==> src/rtl/idma_channel_arbiter.sv <==
// idma_channel_arbiter
//   Round-robin arbiter that funnels NumChannels DMA frontends into one
//   backend. A granted request is locked until it handshakes, so the
//   forwarded burst stays stable. Each accepted request's channel index goes
//   into an in-order FIFO. That FIFO routes the backend's completion pulses
//   back to the channel that issued the request.
//
// Ports
//   clk_i, rst_ni            clock, synchronous active-low reset
//   burst_req_i/valid_i      per-channel requests
//   ready_o                  per-channel accept (only the granted lane)
//   burst_req_o/valid_o      request forwarded to the backend
//   ready_i                  backend accept
//   trans_complete_i         backend in-order completion pulse
//   trans_complete_o         per-channel completion pulse
//   outstanding_o, idle_o    issued-but-incomplete count, count == 0
//   err_o                    completion arrived with nothing outstanding

// Per-channel output lane: decodes grant/head into this channel's strobes.
module idma_arb_lane #(
  parameter int unsigned CW  = 2,
  parameter int unsigned Idx = 0
) (
  input  logic [CW-1:0] i_grant,
  input  logic          i_ready_en,
  input  logic [CW-1:0] i_head,
  input  logic          i_pop,
  output logic          o_ready,
  output logic          o_done
);
  assign o_ready = i_ready_en & (i_grant == CW'(Idx));
  assign o_done  = i_pop      & (i_head  == CW'(Idx));
endmodule

module idma_channel_arbiter #(
  parameter int unsigned NumChannels    = 4,
  parameter int unsigned MaxOutstanding = 8,
  parameter type         burst_req_t    = logic,
  localparam int unsigned OW = $clog2(MaxOutstanding + 1)
) (
  input  logic                         clk_i,
  input  logic                         rst_ni,
  input  burst_req_t [NumChannels-1:0] burst_req_i,
  input  logic       [NumChannels-1:0] valid_i,
  output logic       [NumChannels-1:0] ready_o,
  output burst_req_t                   burst_req_o,
  output logic                         valid_o,
  input  logic                         ready_i,
  input  logic                         trans_complete_i,
  output logic       [NumChannels-1:0] trans_complete_o,
  output logic       [OW-1:0]          outstanding_o,
  output logic                         idle_o,
  output logic                         err_o
);
  localparam int unsigned CW = (NumChannels    > 1) ? $clog2(NumChannels)    : 1;
  localparam int unsigned PW = (MaxOutstanding > 1) ? $clog2(MaxOutstanding) : 1;

  // arbitration state
  logic [CW-1:0] r_rr_ptr;
  logic          r_locked;
  logic [CW-1:0] r_lock_idx;

  // completion-order FIFO of channel indices
  logic [CW-1:0] r_fifo [MaxOutstanding];
  logic [PW-1:0] r_rd_ptr, r_wr_ptr;
  logic [OW-1:0] r_count;

  logic [CW-1:0] w_grant;
  logic          w_has_grant;
  logic [CW:0]   w_cand;
  logic          w_full, w_empty;
  logic          w_hs, w_push, w_pop;
  logic          w_ready_en;
  logic [CW-1:0] w_head;

  function automatic logic [PW-1:0] ptr_inc(input logic [PW-1:0] p);
    // explicit wrap so non-power-of-two depths work
    return (p == PW'(MaxOutstanding - 1)) ? '0 : p + PW'(1);
  endfunction

  // Grant: a locked index wins outright; otherwise the first valid channel
  // at or after r_rr_ptr. The loop runs downward so the smallest offset is
  // the last assignment and therefore wins.
  always_comb begin
    w_grant     = '0;
    w_has_grant = 1'b0;
    w_cand      = '0;
    if (r_locked) begin
      w_grant     = r_lock_idx;
      w_has_grant = 1'b1;
    end else begin
      for (int i = NumChannels - 1; i >= 0; i--) begin
        w_cand = {1'b0, r_rr_ptr} + (CW+1)'(i);
        if (w_cand >= (CW+1)'(NumChannels))
          w_cand = w_cand - (CW+1)'(NumChannels);
        if (valid_i[w_cand[CW-1:0]]) begin
          w_grant     = w_cand[CW-1:0];
          w_has_grant = 1'b1;
        end
      end
    end
  end

  assign w_full     = (r_count == OW'(MaxOutstanding));
  assign w_empty    = (r_count == '0);
  assign w_head     = r_fifo[r_rd_ptr];

  assign valid_o     = w_has_grant & valid_i[w_grant] & ~w_full;
  assign burst_req_o = w_has_grant ? burst_req_i[w_grant] : '0;
  assign w_ready_en  = w_has_grant & ready_i & ~w_full;

  assign w_hs   = valid_o & ready_i;
  assign w_push = w_hs;
  // A completion with nothing outstanding is an error, not a pop.
  assign w_pop  = trans_complete_i & ~w_empty;
  assign err_o  = trans_complete_i &  w_empty;

  assign outstanding_o = r_count;
  assign idle_o        = w_empty;

  for (genvar g = 0; g < NumChannels; g++) begin : g_lane
    idma_arb_lane #(
      .CW  (CW),
      .Idx (g)
    ) u_lane (
      .i_grant    (w_grant),
      .i_ready_en (w_ready_en),
      .i_head     (w_head),
      .i_pop      (w_pop),
      .o_ready    (ready_o[g]),
      .o_done     (trans_complete_o[g])
    );
  end

  // FIFO storage needs no reset: the pointers/count define what is live.
  always_ff @(posedge clk_i) begin
    if (w_push) r_fifo[r_wr_ptr] <= w_grant;
  end

  always_ff @(posedge clk_i) begin
    if (!rst_ni) begin
      r_rr_ptr   <= '0;
      r_locked   <= 1'b0;
      r_lock_idx <= '0;
      r_rd_ptr   <= '0;
      r_wr_ptr   <= '0;
      r_count    <= '0;
    end else begin
      if (w_push) r_wr_ptr <= ptr_inc(r_wr_ptr);
      if (w_pop)  r_rd_ptr <= ptr_inc(r_rd_ptr);
      // push never happens while full, pop never while empty
      case ({w_push, w_pop})
        2'b10:   r_count <= r_count + OW'(1);
        2'b01:   r_count <= r_count - OW'(1);
        default: r_count <= r_count;
      endcase

      if (w_hs) begin
        r_locked <= 1'b0;
        r_rr_ptr <= (w_grant == CW'(NumChannels - 1)) ? '0 : w_grant + CW'(1);
      end else if (r_locked && !valid_i[r_lock_idx]) begin
        // frontend withdrew; arbitrate afresh next cycle
        r_locked <= 1'b0;
      end else if (valid_o && !ready_i) begin
        r_locked   <= 1'b1;
        r_lock_idx <= w_grant;
      end
    end
  end

endmodule

==> config.mk <==
export PLATFORM = sky130hd
export DESIGN_NAME = idma_channel_arbiter
export DESIGN_NICKNAME = d
export VERILOG_FILES = /design/src/rtl/idma_channel_arbiter.sv
export SDC_FILE = /design/constraint.sdc
export NUM_CORES = 1
export LEC_CHECK = 0
export BUFFER_PORTS_ARGS = -buffer_cell sky130_fd_sc_hd__buf_2
export CAP_MARGIN = 20
export CORE_MARGIN = 3
export CORE_UTILIZATION = 40
export CTS_CLUSTER_DIAMETER = 60
export DETAILED_ROUTE_END_ITERATION = 12
export GPL_ROUTABILITY_DRIVEN = 0
export MAX_ROUTING_LAYER = met4
export PLACE_DENSITY_LB_ADDON = 0.05
export SLEW_MARGIN = 0
export SYNTH_ARGS = -nofsm -noshare
export SYNTH_HDL_FRONTEND = slang
export SYNTH_SLANG_ARGS = --single-unit
==> constraint.sdc <==
create_clock -name clk_i -period 8.6 [get_ports clk_i]
set_clock_uncertainty 0.1 [all_clocks]
set_input_delay 1.72 -clock clk_i [delete_from_list [all_inputs] [get_ports clk_i]]
set_output_delay 1.72 -clock clk_i [all_outputs]
set_load 0.05 [all_outputs]
### After elaboration in Yosys (flattened, before gate mapping)

Memories as Yosys holds them, arrays and structs flattened. A register that Yosys moved wholly into a read port is not among the register bits.
Cells that the tools add are included.

* order comparisons: 10
* bitwise operators: 20
* multiplexer cells: 41
* add/subtract/negate cells: 12
* eq/ne operators: 11
* reduce and logical (&&, ||, !) cells: 10

Operators by type and width (number)
* $mux W2: 14
* $lt A2 B3 Y1 const B: 6
* $and A1 B1 Y1: 15
* $mux W1: 15
* $bmux W1 S2: 7
* $mux W3: 4
* $eq A2 B2 Y1 const B: 5
* $ge A3 B3 Y1 const B: 3
* $pmux W4 S2: 1
* $sub A2 B1 Y2 const B: 4
* $add A2 B2 Y3 const B: 2
* $add A3 B1 Y3 const B: 2
* $eq A2 B1 Y1 const B: 3
* $eq A3 B3 Y1 const B: 2
* $not A1 Y1: 5
* $add A4 B1 Y4 const B: 1
* $eq A4 B4 Y1 const B: 1
* $logic_not A2 Y1: 2
* $logic_not A4 Y1: 1
* $sub A4 B1 Y4 const B: 1
* $add A2 B1 Y3 const B: 1
* $ge A2 B3 Y1 const B: 1
* $reduce_and A3 Y1: 1
* $reduce_or A3 Y1: 1
* other kinds (4): 6

* word-level logic and storage cells: 111
* memory bits (writable): 16
* memories: 1
* bits of input ports: 12
* flip-flop bits (word level): 15
* output and inout bits: 16

Memories
* r_fifo: words 8, width 2, rd ports 1, clocked after memory_dff 1, wr ports 1, RTL line 64 `logic [CW-1:0] r_fifo [MaxOutstanding];`

### Longest topological paths before layout

* word-level depth: 18
* mapped depth: 14
* depth with buffers taken out: 13

### Hierarchy

Synthesis repeated with hierarchy kept, for this count alone.

* cell total of the unflattened synthesis: 178
* area, all modules: 1936.9 um^2

By module, submodules not included
* idma_channel_arbiter: cells each 170, times used 1, seq. area each 840.8 um^2, area an instance 1864.3 um^2
* idma_arb_lane (g_lane[1].u_lane ...): cells each 2, times used 2, seq. area each 0.0 um^2, area an instance 17.5 um^2
* idma_arb_lane (g_lane[0].u_lane): cells each 2, times used 1, seq. area each 0.0 um^2, area an instance 25.0 um^2
* idma_arb_lane (g_lane[3].u_lane): cells each 2, times used 1, seq. area each 0.0 um^2, area an instance 12.5 um^2

### Worst setup path before layout

No wires, ideal clock.

* path kind: input port to output port
* start: input port valid_i[1]
* end: output port burst_req_o
* arrival time: 4.096 ns
* cell stages on the path: 7
* setup slack: 2.684 ns
* buffers on the path: 1
* path through: a21boi_0 -> a211oi_2 -> o221ai_2 -> and2_1 -> clkbuf_1 -> mux2i_1 -> a211oi_1

* longest elaborated chain between the ends: 10

Ends and longest elaborated chain
* start, declared: RTL line 44 `input logic [NumChannels-1:0] valid_i,`
* $bmux W1 S2: RTL line 96 `if (valid_i[w_cand[CW-1:0]]) begin`
* $mux W1 (not written as such): RTL line 96
* $mux W2 (3 in a row): RTL line 96
* $mux W2 (*): RTL line 96
* $mux W2 (*): RTL line 88 `if (r_locked) begin`
* net g_lane[0].u_lane.i_grant[0]: RTL line 24 `input logic [CW-1:0] i_grant,`
* $bmux W1 S2 (*): RTL line 109 `assign burst_req_o = w_has_grant ? burst_req_i[w_grant] : '0;`
* $mux W1 (not written as such) (*): RTL line 109
* $mux W1 (*): RTL line 109
* end, declared: RTL line 46 `output burst_req_t burst_req_o,`

Mark *: on every way through the listed nets, which the timed path passes. The rest lies on a longest branch. The select of a mux whose other input is x is not followed.

### Worst setup path in the final report

* start: input port valid_i[3]
* end: output port ready_o[0]

* longest elaborated chain between the ends: 10

Ends and longest elaborated chain
* $bmux W1 S2: RTL line 96
* $mux W1 (not written as such): RTL line 96
* $mux W1 (4 in a row): RTL line 96
* $mux W1: RTL line 88
* $and A1 B1 Y1 (2 in a row): RTL line 110 `assign w_ready_en = w_has_grant & ready_i & ~w_full;`
* $and A1 B1 Y1 (*): RTL line 31 `assign o_ready = i_ready_en & (i_grant == CW'(Idx));`
* end, declared: RTL line 45 `output logic [NumChannels-1:0] ready_o,`

Mark *: on every way between the ends. The rest lies on a longest branch, timed or not. The select of a mux whose other input is x is not followed.

==> results.sh <==
export IMPL_setup_tns_ps=0
export IMPL_max_freq_mhz=180
export IMPL_status="complete, no violations"
export IMPL_rows=25
export IMPL_antenna_left=0
export IMPL_async_reset_ff_share_pct=0
export IMPL_wl_mm=3.92
export IMPL_grt_pass1_vias=1455
export IMPL_holdCritPathClass="reg -> reg"
export IMPL_vias_per_cell=5.23
export IMPL_ys_warn_count=0
export IMPL_postCtsHoldBufs=0
export IMPL_die_w_um=76.9
export IMPL_synthTopCellsByArea="edfxtp_1 (24%), dfxtp_1 (18%), ha_1 (6.8%)"
export IMPL_final_common_cell="buf_2"
export IMPL_clk_latency_ps=280
export IMPL_period_needed_ps=5570
export IMPL_leakagePower_nw=0.904
export IMPL_fp_dieH_um=76.9
export IMPL_cp_start_kind="input pin"
export IMPL_final_util_pct=47.8
export IMPL_clkTransAtPathRegs_ps=70
export IMPL_cts_tree="done"
export IMPL_cts_buffers=5
export IMPL_ff2ff_path_depth=13
export IMPL_powerDensity_mw_per_mm2=349
export IMPL_drc=0
export IMPL_clock_sinks=34
export IMPL_maxCapViolCount=0
export IMPL_clock_path_buffers=2
export IMPL_seq_area_frac_synth_pct=41.8
export IMPL_grt_use_total_pct=14.7
export IMPL_endpoint_kind="output pin"
export IMPL_hold_depth=2
export IMPL_cts_root_buffer="clkbuf_8"
export IMPL_io_buffers=27
export IMPL_final_cell_mix="buf_2 (27), dfxtp_1 (18), edfxtp_1 (16)"
export IMPL_vias=1458
export IMPL_rsz0062_at_grt="false"
export IMPL_post_drt_wl_per_cell_um=14.1
export IMPL_overflow=0
export IMPL_final_cells=279
export IMPL_core_area_mm2=0.00479
export IMPL_setup_viol=0
export IMPL_grt_pass1_wl_mm=6.87
export IMPL_detail_route_iter0_violations=88
export IMPL_nets=234
export IMPL_cts_resized_gates=0
export IMPL_slew_headroom_pct=59.2
export IMPL_dieArea_mm2=0.00592
export IMPL_synth_edf_count=16
export IMPL_yosysTopAreaCell="edfxtp_1"
export IMPL_syn_nets=212
export IMPL_post_cts_buffers=0
export IMPL_synth_seq_cells=34
export IMPL_grt_max_degree=16
export IMPL_ir_drop_mv=0.158
export IMPL_synth_area_mm2=0.00201
export IMPL_cp_required_ps=6780
export IMPL_synth_flop_cell="dfxtp_1"
export IMPL_drive_gt1_share_pct=23.6
export IMPL_hold_viol=0
export IMPL_synth_distinct_cells=48
export IMPL_initial_core_util_pct=42.1
export IMPL_critPathMaxFanout=15
export IMPL_crit_type="in -> out"
export IMPL_avgSynthCellArea_um2=10.7
export IMPL_yosysTopAreaCellShare_pct=23.9
export IMPL_htree_levels=2
export IMPL_timing_hold_ws_ps=407
export IMPL_n_antenna_cell=0
export IMPL_crit_arrival_ps=3750
export IMPL_tightest_slew_ps=611
export IMPL_drtPass1Iterations=4
export IMPL_ioPinCount=28
export IMPL_placed_cells=271
export IMPL_dpl_hpwl_mm=3.05
export IMPL_antenna_found_initial=0
export IMPL_syn_instance_count=189
export IMPL_area_delta_synth_final_pct=13.6
export IMPL_fin_crit_sh_pct=64.7
export IMPL_maxSlewViolCount=0
[sequential cells by signal (all words and copies together), names as in the netlist, named ones only]
name and cells:
r_rd_ptr 3, outstanding_o 4, r_fifo 16, r_wr_ptr 3, r_lock_idx 2, r_rr_ptr 2, r_locked 1
[layout make-up]
| type | count | area [um^2] |
|---|---|---|
| Tap cell | 67 | 83.8 |
| Clock inverter | 3 | 68.8 |
| Multi-Input combinational cell | 133 | 1050 |
| Clock buffer | 5 | 68.8 |
| Fill cell | 457 | 2500 |
| Timing Repair Buffer | 27 | 135 |
| Inverter | 10 | 40.0 |
| Sequential cell | 34 | 841 |
[worst max-delay path, stage by stage]
cell and delay, ps:
buf_2 150, nor3b_1 250, a211oi_2 80, o221ai_2 260, and2_1 540, inv_1 180, ha_1 230, and2_1 130
buf_2 210
[cell usage after synthesis, types with 2 or more instances]
cell,number
mux2i_1,8
xor2_1,3
nand3b_1,2
dfxtp_1,18
nor2_1,9
nor4b_2,4
a21oi_1,13
or3_1,3
nor2b_1,2
nor4_1,4
nand3_1,3
and3_1,3
a21boi_0,2
nand2_1,14
edfxtp_1,16
clkbuf_1,3
o31ai_1,3
ha_1,11
inv_1,9
and2_1,6
o21ai_0,2
a211oi_2,2
a211oi_1,3
nor3_1,4
o311ai_0,2
nand2b_1,7
buf_4,8
mux4_2,5
[cells by family after synthesis]
family | count (synthesis) | share of synthesized area (%)
compound gates | 35 | 12.3
xor+xnor | 4 | 1.74
fa+ha+maj | 11 | 6.84
buf+inv | 22 | 6.09
flops | 34 | 41.8
mux | 14 | 10.1
simple gates | 69 | 21.1
[report_power, final]
group | internal (W) | total, W | leakage (nW) | switching, W
Combinational | 0.000122 | 0.000378 | 0.543 | 0.000256
Clock | 0.000116 | 0.000176 | 0.0683 | 0.0000601
Sequential | 0.000209 | 0.000244 | 0.293 | 0.0000352
[per-stage QoR]
step,power (W),area (um^2),setup WS (ps)
final,0.000798,2290,3030
after floorplan,0.000561,2010,2680
after CTS,0.000807,2290,2990
after detailed placement,0.000629,2150,3000
after global placement,0.000622,2150,3130
after global routing,0.000853,2290,2860
[per-layer routing]
layer / track usage, % / wire [um] / share of wire (%)
met3: 2.82 / 120 / 3.1
met1: 18.7 / 1830 / 47
met5: - / 0 / 0
met2: 23.4 / 1930 / 49
met4: 4.89 / 44 / 1.1
[worst paths after layout]
path | slack [ps] | startpoint | to
worst max-delay path | 3030 | valid_i[3] | ready_o[0]
worst min-delay path | 410 | r_rd_ptr[1]$_SDFFE_PN0P_ | r_rd_ptr[1]$_SDFFE_PN0P_
worst max register to register | 5200 | r_rr_ptr[0]$_SDFFE_PN0P_ | outstanding_o[2]$_SDFFE_PN0P_
worst min register to register | 410 | r_rd_ptr[1]$_SDFFE_PN0P_ | r_rd_ptr[1]$_SDFFE_PN0P_
No activity file was read; power rests on OpenSTA's default activity.
